--- src/rtl/ps2_key_event_ctrl_if.sv ---
// Scancode-in / key-event-out bus of ps2_key_event_ctrl.
// The master side is the controller; the slave side is the receiver plus consumer.
interface ps2_key_event_ctrl_if;
    logic [7:0] byte_in;
    logic       byte_vld;
    logic [9:0] evt_data;
    logic       evt_rep;
    logic       evt_vld;
    logic       evt_rdy;

    modport master (
        input  byte_in, byte_vld, evt_rdy,
        output evt_data, evt_rep, evt_vld
    );

    modport slave (
        output byte_in, byte_vld, evt_rdy,
        input  evt_data, evt_rep, evt_vld
    );
endinterface

--- src/rtl/ps2_key_event_ctrl.sv ---
// PS/2 scancode sequencer: E0/F0 prefix decode, held-key tracking, event FIFO.
// Define KEY_REPEAT_EN to push typematic repeats with evt_rep=1; otherwise they are dropped.
module ps2_key_event_ctrl #(
    parameter int FIFO_DEPTH  = 4,
    parameter int TIMEOUT_CYC = 50000
) (
    input  logic                   fpgaclk,
    input  logic                   rst,
    ps2_key_event_ctrl_if.master   bus,
    output logic [7:0]             held_code,
    output logic                   held_ext,
    output logic                   ovf,
    input  logic                   ovf_clr
);

    localparam int AW = $clog2(FIFO_DEPTH);
    localparam int CW = $clog2(TIMEOUT_CYC);
`ifdef KEY_REPEAT_EN
    localparam int EW = 11;
`else
    localparam int EW = 10;
`endif

    typedef enum logic [1:0] {IDLE, EXT, BRK, EXT_BRK} state_t;

    state_t          state_q, state_d;
    logic [CW-1:0]   cnt_q, cnt_d;
    logic            evt_gen, gen_ext, gen_brk;
    logic [7:0]      gen_code;

    // NOTE: every signal driven here gets a default first, so no path leaves it unassigned (no latch).
    always_comb begin
        state_d  = state_q;
        cnt_d    = cnt_q;
        evt_gen  = 1'b0;
        gen_ext  = 1'b0;
        gen_brk  = 1'b0;
        gen_code = bus.byte_in;
        case (state_q)
            IDLE: begin
                cnt_d = '0;
                if (bus.byte_vld) begin
                    case (bus.byte_in)
                        8'hE0: state_d = EXT;
                        8'hF0: state_d = BRK;
                        8'hAA, 8'hFA, 8'hFE, 8'hEE, 8'h00, 8'hFF, 8'hE1: ;
                        default: evt_gen = 1'b1;
                    endcase
                end
            end
            EXT: begin
                if (bus.byte_vld) begin
                    cnt_d = '0;
                    if (bus.byte_in == 8'hF0) begin
                        state_d = EXT_BRK;
                    end else if (bus.byte_in != 8'hE0) begin
                        evt_gen = 1'b1;
                        gen_ext = 1'b1;
                        state_d = IDLE;
                    end
                end
            end
            BRK: begin
                if (bus.byte_vld) begin
                    evt_gen = 1'b1;
                    gen_brk = 1'b1;
                    state_d = IDLE;
                    cnt_d   = '0;
                end
            end
            default: begin
                if (bus.byte_vld) begin
                    evt_gen = 1'b1;
                    gen_ext = 1'b1;
                    gen_brk = 1'b1;
                    state_d = IDLE;
                    cnt_d   = '0;
                end
            end
        endcase
        // A waiting prefix that sees no byte ages; a byte arriving on the last cycle still wins.
        if (state_q != IDLE && !bus.byte_vld) begin
            if (cnt_q == CW'(TIMEOUT_CYC - 1)) begin
                state_d = IDLE;
                cnt_d   = '0;
            end else begin
                cnt_d = cnt_q + CW'(1);
            end
        end
    end

    logic is_rep, make_new, brk_match, push_req;
    logic [EW-1:0] push_entry;

    assign is_rep    = evt_gen && !gen_brk && (held_code != 8'h00) &&
                       ({gen_ext, gen_code} == {held_ext, held_code});
    assign make_new  = evt_gen && !gen_brk && !is_rep;
    assign brk_match = evt_gen && gen_brk && ({gen_ext, gen_code} == {held_ext, held_code});
`ifdef KEY_REPEAT_EN
    assign push_req   = evt_gen;
    assign push_entry = {is_rep, gen_ext, gen_brk, gen_code};
`else
    assign push_req   = evt_gen && !is_rep;
    assign push_entry = {gen_ext, gen_brk, gen_code};
`endif

    logic [EW-1:0] mem [FIFO_DEPTH];
    logic [AW:0]   wr_ptr, rd_ptr;
    logic          empty, full, pop, push_ok, ovf_set;
    logic [EW-1:0] head;

    assign empty   = (wr_ptr == rd_ptr);
    assign full    = (wr_ptr[AW] != rd_ptr[AW]) && (wr_ptr[AW-1:0] == rd_ptr[AW-1:0]);
    assign pop     = !empty && bus.evt_rdy;
    assign push_ok = push_req && (!full || pop);
    assign ovf_set = push_req && full && !pop;
    assign head    = mem[rd_ptr[AW-1:0]];

    assign bus.evt_vld  = !empty;
    assign bus.evt_data = empty ? 10'h000 : head[9:0];
`ifdef KEY_REPEAT_EN
    assign bus.evt_rep  = !empty && head[10];
`else
    assign bus.evt_rep  = 1'b0;
`endif

    // NOTE: state uses non-blocking assignments so every register samples pre-edge values.
    always_ff @(posedge fpgaclk or negedge rst) begin
        if (!rst) begin
            state_q   <= IDLE;
            cnt_q     <= '0;
            held_code <= 8'h00;
            held_ext  <= 1'b0;
            wr_ptr    <= '0;
            rd_ptr    <= '0;
            ovf       <= 1'b0;
        end else begin
            state_q <= state_d;
            cnt_q   <= cnt_d;
            if (make_new) begin
                held_code <= gen_code;
                held_ext  <= gen_ext;
            end else if (brk_match) begin
                held_code <= 8'h00;
                held_ext  <= 1'b0;
            end
            if (push_ok) wr_ptr <= wr_ptr + (AW+1)'(1);
            if (pop)     rd_ptr <= rd_ptr + (AW+1)'(1);
            if (ovf_set)      ovf <= 1'b1;
            else if (ovf_clr) ovf <= 1'b0;
        end
    end

    // NOTE: storage is not reset; the pointers define validity and the head is masked when empty.
    always_ff @(posedge fpgaclk) begin
        if (push_ok) mem[wr_ptr[AW-1:0]] <= push_entry;
    end

endmodule

--- src/flat_wrapper.sv ---
// flat-port wrapper written by rule: the top's interface ports become plain ports
module ps2_key_event_ctrl_flat 
#(
    parameter int FIFO_DEPTH  = 4,
    parameter int TIMEOUT_CYC = 50000
)
  (fpgaclk, rst, held_code, held_ext, ovf, ovf_clr, bus_byte_in, bus_byte_vld, bus_evt_rdy, bus_evt_data, bus_evt_rep, bus_evt_vld);
  ps2_key_event_ctrl_if bus_i ();
  input  logic fpgaclk;
  input  logic rst;
  output logic [7:0] held_code;
  output logic held_ext;
  output logic ovf;
  input  logic ovf_clr;
  input wire logic [$bits(bus_i.byte_in)-1:0] bus_byte_in;
  input wire logic [$bits(bus_i.byte_vld)-1:0] bus_byte_vld;
  input wire logic [$bits(bus_i.evt_rdy)-1:0] bus_evt_rdy;
  output wire logic [$bits(bus_i.evt_data)-1:0] bus_evt_data;
  output wire logic [$bits(bus_i.evt_rep)-1:0] bus_evt_rep;
  output wire logic [$bits(bus_i.evt_vld)-1:0] bus_evt_vld;
  assign bus_i.byte_in = bus_byte_in;
  assign bus_i.byte_vld = bus_byte_vld;
  assign bus_i.evt_rdy = bus_evt_rdy;
  assign bus_evt_data = bus_i.evt_data;
  assign bus_evt_rep = bus_i.evt_rep;
  assign bus_evt_vld = bus_i.evt_vld;
  ps2_key_event_ctrl #(.FIFO_DEPTH(FIFO_DEPTH), .TIMEOUT_CYC(TIMEOUT_CYC)) u_core (.fpgaclk(fpgaclk), .rst(rst), .bus(bus_i), .held_code(held_code), .held_ext(held_ext), .ovf(ovf), .ovf_clr(ovf_clr));
endmodule
--- config.mk ---
export PLATFORM = sky130hd
export DESIGN_NAME = ps2_key_event_ctrl_flat
export DESIGN_NICKNAME = d
export VERILOG_FILES = /design/src/rtl/ps2_key_event_ctrl_if.sv /design/src/rtl/ps2_key_event_ctrl.sv /design/src/flat_wrapper.sv
export SDC_FILE = /design/constraint.sdc
export NUM_CORES = 1
export LEC_CHECK = 0
export BUFFER_PORTS_ARGS = -buffer_cell sky130_fd_sc_hd__buf_2
export CAP_MARGIN = 20
export CORE_UTILIZATION = 58
export DETAILED_ROUTE_END_ITERATION = 8
export PLACE_DENSITY = 0.88
export SLEW_MARGIN = 20
export SYNTH_ARGS = -nofsm -noshare
export SYNTH_HDL_FRONTEND = slang
export SYNTH_SLANG_ARGS = --single-unit
--- constraint.sdc ---
create_clock -name fpgaclk -period 3.45 [get_ports fpgaclk]
set_input_delay 0.5175 -clock fpgaclk [delete_from_list [all_inputs] [get_ports fpgaclk]]
set_output_delay 0.5175 -clock fpgaclk [all_outputs]
set_load 0.02 [all_outputs]
==> flow_metrics.tcl, run 1 <==
set metrics [dict create \
    final_cell_area_sq_um 3960 \
    synth_mux_area_share_pct 10.8 \
    r2r_setup_slack_ns 0.96 \
    hold-worst-slack_ns 0.245 \
    yosys.area.top_type "sky130_fd_sc_hd__edfxtp_1" \
    synth.yosys.warnings 0 \
    clock_tree_buffer_depth 2 \
    cts_max_level 3 \
    run_status "complete, no violations" \
    drt.antenna.violating_nets 0 \
    power_switching_share_pct 31.9 \
    timing_worst_slew_pin_value_ns 0.763 \
    total_setup_violations_reported_at_the_end_of_the_flow 0 \
    timing.final.max_slew_violations 0 \
    p_sw_w 0.000921 \
    fin_worst_skew_ns 0.0140 \
    place.detailed.instances 358 \
    clockRootBuffer "sky130_fd_sc_hd__clkbuf_8" \
    clock_power_share_pct 27.0 \
    synth_compound_gate_area_share_pct 2.47 \
    post_synth_xor_area_fraction_pct 7.78 \
    syn2layout_area_growth_pct 13.4 \
    fillerInstances 384 \
    chipHeight_um 79.6 \
    hold_path.class "input pin to asynchronous set/reset pin" \
    hpwl_after_detailed_placement_um 4590 \
    worst_setup_path_category "input pin to flop" \
    cts.hold.buffers_added 0 \
    ctsResizeCount 0 \
    yosys.cell_types.count 40 \
    detailroute.via_count 2148 \
    fp-row-count 27 \
    final_layout_size_suffix_gt1_share_pct 24.2 \
    timing.setup.tns_ns 0 \
    fin_crit_sh_pct 77.2 \
    worst_ir_drop_vdd_mv 0.392 \
    worst_r2r_endpoint "u_core.mem[2][9]" \
    number_of_cts_inserted_buffers 9 \
    cts_setup_buffers 0 \
    cts_tree "yes" \
    path_max_fanout 10 \
    total_of_buffers_placed_on_input_and_output_ports 33 \
    overflow 0 \
    grt_pass1_vias 2174 \
    power_density_nw_per_um2 730 \
    r2r-start "u_core.state_q[1]" \
    routedWlPerCell_um 17.6 \
    grt_start_max_net_pins 35 \
    grt_setup_unrepaired "no" \
    drcViolationCount 0 \
    nets 316 \
    synth_edf_count 40 \
    post_drt_via_cell_ratio 5.74 \
    period_minus_slack_ns 2.66 \
    syn_inst 259 \
    cap_violations 0 \
    power.leakage_nw 1.59 \
    power.sequential.fraction_pct 42.0 \
    worst_ep_arrival_time_ns 2.65 \
    finalWeightedCongestion 0.841 \
    synth_async_sr_flop_share_pct 45.9 \
    placedInstanceArea_sq_um 3720 \
    syn_avg_cell_area_sq_um 13.5 \
    synth.ff_latch_count 74 \
    antenna_found_initial 0 \
    crit_required_ns 3.43 \
    top_flip_flop_cell_by_instance_count_after_synthesis "sky130_fd_sc_hd__edfxtp_1" \
    die_area_sq_um 6330 \
    die_x_um 79.6 \
    endpoint_type_of_the_worst_setup_path "flop" \
    initial_core_utilization_pct 61.9 \
    synth_area_sq_um 3490 \
    main_combinational_cell_family_by_area_after_synthesis "simple AND/OR/NAND/NOR gates" \
    synth_nets 278 \
    clock_sink_count 74 \
    cts.clk_slew.worst_paths_ns 0.07 \
    synth_top_cells_by_area "sky130_fd_sc_hd__edfxtp_1 34%, sky130_fd_sc_hd__dfrtp_1 24%, sky130_fd_sc_hd__mux4_2 6.5%" \
    drt-initial-drc-count 122 \
    dr.pass1.iters 4 \
    grt_first_pass_wirelength_um 10600 \
    ys_seq_area_share_pct 58.8 \
    clock_insertion_delay_worst_skew_ns 0.34 \
    synth-adder-area-share_pct 2.15 \
    synth-simple-area-share_pct 16.1 \
    n_antenna_cell 0 \
    max_freq_mhz 376 \
    ff2ff_path_depth 6 \
    synth.top_cell.area_share_pct 34.4 \
    slew-limit-headroom_pct 49.2 \
    intPower_w 0.00197 \
    setup.worst_path.start_class "input pin" \
    grt_util_all_layers_pct 23.5 \
    timing.final.hold_violations 0 \
    final_wirelength_um 6560 \
    post_layout_nonfiller_instances 374 \
    comb_power_share_pct 31.0 \
    core_area_sq_um 5640 \
    ios 35 \
]
## cells in the mapped netlist, types with 2 or more instances
master / count
sky130_fd_sc_hd__mux4_2: 10
sky130_fd_sc_hd__xnor2_1: 14
sky130_fd_sc_hd__nand2_1: 11
sky130_fd_sc_hd__nor2_1: 21
sky130_fd_sc_hd__edfxtp_1: 40
sky130_fd_sc_hd__ha_1: 6
sky130_fd_sc_hd__nor3_1: 5
sky130_fd_sc_hd__o22ai_1: 2
sky130_fd_sc_hd__nand2b_1: 6
sky130_fd_sc_hd__a21oi_1: 2
sky130_fd_sc_hd__o21ai_0: 2
sky130_fd_sc_hd__buf_2: 2
sky130_fd_sc_hd__clkbuf_1: 5
sky130_fd_sc_hd__dfrtp_1: 34
sky130_fd_sc_hd__nand4_1: 3
sky130_fd_sc_hd__xor2_1: 17
sky130_fd_sc_hd__inv_1: 7
sky130_fd_sc_hd__mux2i_1: 2
sky130_fd_sc_hd__mux2_4: 8
sky130_fd_sc_hd__and3_1: 6
sky130_fd_sc_hd__o21bai_1: 2
sky130_fd_sc_hd__and4_1: 2
sky130_fd_sc_hd__or4_1: 3
sky130_fd_sc_hd__and2_1: 5
sky130_fd_sc_hd__nor4_1: 4
sky130_fd_sc_hd__nand3_1: 10
sky130_fd_sc_hd__nor2b_1: 17
## cell usage in the layout (no fill, tap or decap), types with 4 or more instances in the layout
cell / n
sky130_fd_sc_hd__nand2b_1: 6
sky130_fd_sc_hd__nor4_1: 4
sky130_fd_sc_hd__mux2_4: 8
sky130_fd_sc_hd__edfxtp_1: 40
sky130_fd_sc_hd__nor2_1: 21
sky130_fd_sc_hd__and3_1: 6
sky130_fd_sc_hd__inv_1: 7
sky130_fd_sc_hd__mux4_2: 10
sky130_fd_sc_hd__nor3_1: 5
sky130_fd_sc_hd__and2_1: 5
sky130_fd_sc_hd__nand3_1: 10
sky130_fd_sc_hd__ha_1: 6
sky130_fd_sc_hd__xor2_1: 17
sky130_fd_sc_hd__nand2_1: 11
sky130_fd_sc_hd__buf_2: 33
sky130_fd_sc_hd__dfrtp_1: 34
sky130_fd_sc_hd__xnor2_1: 14
sky130_fd_sc_hd__nor2b_1: 17
sky130_fd_sc_hd__clkbuf_8: 9
## power groups by stage
stage               sequential [W]  combinational, W  clock, W
finish                     0.00121          0.000898  0.000779
global route               0.00123          0.000973  0.000831
CTS                        0.00121          0.000907  0.000796
detailed placement         0.00123          0.000905         0
global placement           0.00122          0.000869         0
floorplan                  0.00118          0.000669         0
## area by class of cell
cell class / instances / area (sq um) / share of cell area, %
Clock inverter: 5 / 103 / 2.59
Tap cell: 72 / 90.1 / 2.28
Inverter: 7 / 26.3 / 0.664
Clock buffer: 11 / 131 / 3.32
Sequential cell: 74 / 2050 / 51.8
Multi-Input combinational cell: 170 / 1380 / 34.8
Timing Repair Buffer: 35 / 180 / 4.55
## critical path: stages
cell	delay, ns
sky130_fd_sc_hd__buf_2	0.15
sky130_fd_sc_hd__or4_4	0.57
sky130_fd_sc_hd__o21bai_2	0.22
sky130_fd_sc_hd__xnor2_1	0.19
sky130_fd_sc_hd__o22ai_4	0.13
sky130_fd_sc_hd__nor3b_2	0.35
sky130_fd_sc_hd__and2_1	0.49
## per-layer routing
metal | track usage, % | vias up | share of wire (%)
met1 | 28.5 | 1069 | 41
li1 | - | 1010 | -
met3 | 4.80 | 14 | 4.6
met5 | 0 | - | 0
met2 | 40.2 | 55 | 52
met4 | 10.7 | 0 | 1.8
## worst max path at each step
| stage | start | to | depth (start not counted) |
|---|---|---|---|
| finish | bus_byte_in[0] | u_core.mem[2][9] | 7 |
| global route | bus_byte_in[0] | u_core.mem[2][9] | 7 |
| CTS | u_core.rd_ptr[0] | bus_evt_data[3] | 4 |
| detailed placement | bus_byte_in[0] | u_core.mem[0][4] | 7 |
| global placement | bus_byte_in[0] | u_core.mem[0][1] | 7 |
| floorplan | bus_byte_in[0] | u_core.mem[3][0] | 5 |
## kinds of logic after synthesis
kind of cell / after synthesis
multiplexers: 21
flip-flops: 74
AO/OA/AOI/OAI: 11
buffers and inverters: 15
adder cells (fa/ha/maj): 6
XOR/XNOR: 31
AND/OR/NAND/NOR: 100
other: 1
## state kept, by name (all words and copies together), names as in the netlist
signal	cells
u_core.rd_ptr	3
u_core.mem	40
u_core.held_code	8
u_core.wr_ptr	3
u_core.held_ext	1
u_core.cnt_q	16
u_core.ovf	1
u_core.state_q	2
## per-stage QoR
stage               setup slack, ns  util, %  total power [W]
finish                        0.788     70.2          0.00289
detailed placement            0.443     66.0          0.00214
global route                  0.651     70.2          0.00303
floorplan                     0.619        -          0.00185
CTS                           0.787     70.2          0.00292
global placement              0.531     66.0          0.00209
Note: power is estimated with default switching activity, not from simulation.
==> inputs of run 2 (changes only) <==
==> constraint.sdc (replaced) <==
create_clock -name fpgaclk -period 2.8 [get_ports fpgaclk]
set_input_delay 0.42 -clock fpgaclk [delete_from_list [all_inputs] [get_ports fpgaclk]]
set_output_delay 0.42 -clock fpgaclk [all_outputs]
set_load 0.02 [all_outputs]
==> run 2 against run 1 <==
Against the previous run:
- wire length up 0.14%
- first-iteration DRC count shrank 12%
- clock skew fell by 0.0026 ns
- flip-flop and latch count is the same
- non-clock buffer count rose by 6
- final cell count grew 1.6%
- sequential power up 21%
- critical endpoint is now bus_evt_vld
==> flow_metrics.tcl, run 2 (synthesized netlist as in run 1, its figures left out) <==
set metrics [dict create \
    routedWlPerCell_um 17.3 \
    power_switching_share_pct 31.8 \
    cap_violations 0 \
    post_layout_nonfiller_instances 380 \
    fp-row-count 27 \
    hpwl_after_detailed_placement_um 4620 \
    slew-limit-headroom_pct 49.0 \
    period_minus_slack_ns 2.39 \
    power.leakage_nw 1.62 \
    die_area_sq_um 6330 \
    number_of_cts_inserted_buffers 9 \
    n_antenna_cell 0 \
    path_delay_family "flip-flops" \
    clock_insertion_delay_worst_skew_ns 0.34 \
    antenna_found_initial 0 \
    overflow 0 \
    timing_worst_slew_pin_value_ns 0.765 \
    comb_power_share_pct 31.5 \
    final_cell_area_sq_um 4010 \
    largest_register_ffs 40 \
    drt.antenna.violating_nets 0 \
    detailroute.via_count 2162 \
    post_drt_via_cell_ratio 5.69 \
    layout.cells.most_common_list "40 x sky130_fd_sc_hd__edfxtp_1, 34 x sky130_fd_sc_hd__dfrtp_1, 33 x sky130_fd_sc_hd__buf_2, 21 x sky130_fd_sc_hd__nor2_1" \
    power.sequential.fraction_pct 41.1 \
    clock_power_share_pct 27.4 \
    grt_setup_unrepaired "no" \
    dr.pass1.iters 4 \
    placedInstanceArea_sq_um 3770 \
    final_common_cell "sky130_fd_sc_hd__edfxtp_1" \
    power_density_nw_per_um2 894 \
    worst_setup_path_category "flop to output port" \
    finalWeightedCongestion 0.845 \
    nets 322 \
    worst_ep_arrival_time_ns 1.97 \
    place.detailed.instances 364 \
    cpPeakStageDelay_ns 0.69 \
    crit_buf_inv 2 \
    timing.setup.tns_ns 0 \
    timing.critical_path.slowest_stage_cell "sky130_fd_sc_hd__dfrtp_1" \
    drt-initial-drc-count 107 \
    setup.worst_path.start_class "flop" \
    ctsResizeCount 0 \
    final_wirelength_um 6570 \
    layout.core_utilization_pct 71.1 \
    grt_first_pass_wirelength_um 10500 \
    chipHeight_um 79.6 \
    grt_start_max_net_pins 35 \
    initial_core_utilization_pct 61.9 \
    endpoint_type_of_the_worst_setup_path "output port" \
    path_max_fanout 13 \
    cts.clk_slew.worst_paths_ns 0.08 \
    timing.final.max_slew_violations 0 \
    max_freq_mhz 419 \
    core_area_sq_um 5640 \
    clock_tree_buffer_depth 2 \
    cts_tree "yes" \
    p_sw_w 0.00114 \
    ios 35 \
    fin_worst_skew_ns 0.0114 \
    worst_ir_drop_vdd_mv 0.530 \
    intPower_w 0.00244 \
    fillerInstances 347 \
    cp_cell_sequence "xnor2_1 > and3_1 > inv_1 > buf_2" \
    fin_crit_sh_pct 85.3 \
    cts_setup_buffers 0 \
    total_of_buffers_placed_on_input_and_output_ports 33 \
    total_setup_violations_reported_at_the_end_of_the_flow 0 \
    clockRootBuffer "sky130_fd_sc_hd__clkbuf_8" \
    die_x_um 79.6 \
    hold_path.class "input pin to asynchronous set/reset pin" \
    clock_sink_count 74 \
    syn2layout_area_growth_pct 14.9 \
    drcViolationCount 0 \
    grt_util_all_layers_pct 22.9 \
    cts_max_level 3 \
    run_status "complete, no violations" \
    cts.hold.buffers_added 0 \
    timing.final.hold_violations 0 \
    final_layout_size_suffix_gt1_share_pct 26.3 \
    grt_pass1_vias 2097 \
    crit_required_ns 2.38 \
]
run 2: changes by cell type in the layout (fill, tap and decap cells not counted), sizes merged:
cell    previous run  this run
inv                7         8
clkinv             2         3
buf               35        41
clkbuf            11         9
run 2: worst reg2reg max path, cell delays in order (launching register included):
cell and delay [ns]:
sky130_fd_sc_hd__dfrtp_1 0.47, sky130_fd_sc_hd__nand4b_1 0.26, sky130_fd_sc_hd__o21bai_2 0.22, sky130_fd_sc_hd__xnor2_1 0.19, sky130_fd_sc_hd__o22ai_4 0.13, sky130_fd_sc_hd__nor3b_2 0.23
sky130_fd_sc_hd__and2_1 0.46
run 2: worst paths after layout:
check                                         to  depth (start not counted)               from  slack (ns)
worst max-delay path                 bus_evt_vld                          4   u_core.rd_ptr[1]        0.41
worst min-delay path             u_core.cnt_q[1]                          1                rst        0.14
worst max register to register  u_core.mem[2][8]                          6  u_core.state_q[1]        0.47
worst min register to register   u_core.cnt_q[0]                          1    u_core.cnt_q[0]        0.48
max in group asynchronous       u_core.cnt_q[15]                          1                rst        2.16
min in group fpgaclk                  u_core.ovf                          2            ovf_clr        0.29
run 2: metal layers:
metal | track usage, % | up-vias | share of wire [%]
li1 | - | 1013 | -
met1 | 28.3 | 1075 | 43
met2 | 39.0 | 60 | 52
met3 | 4.23 | 14 | 3.9
met4 | 10.5 | 0 | 1.8
met5 | 0 | - | 0
run 2: final cells by class:
cell class	count	area, sq um	share of cell area, %
repair buffers	41	225	5.62
multi-input cells	170	1380	34.3
flip-flops and latches	74	2050	51.2
clock inverters	7	116	2.90
clock buffers	9	124	3.09
well taps	72	90.1	2.25
inverters	7	26.3	0.655
run 2: power groups by stage:
stage / sequential, W / clock (W) / combinational (W)
2_1_floorplan: 0.00146 / 0 / 0.000824
3_3_place_gp: 0.00148 / 0 / 0.00111
3_5_place_dp: 0.00149 / 0 / 0.00114
4_1_cts: 0.00147 / 0.000999 / 0.00114
5_1_grt: 0.00149 / 0.00103 / 0.00124
6_report: 0.00147 / 0.000983 / 0.00113
run 2: stage by stage:
step / hold WS [ns] / setup WS [ns] / total power [W]
4_1_cts: 0.150 / 0.398 / 0.00361
5_1_grt: 0.208 / 0.289 / 0.00376
3_5_place_dp: 0.479 / 0.0889 / 0.00263
6_report: 0.144 / 0.412 / 0.00358
3_3_place_gp: 0.438 / 0.199 / 0.00259
2_1_floorplan: 0.124 / 0.0662 / 0.00228
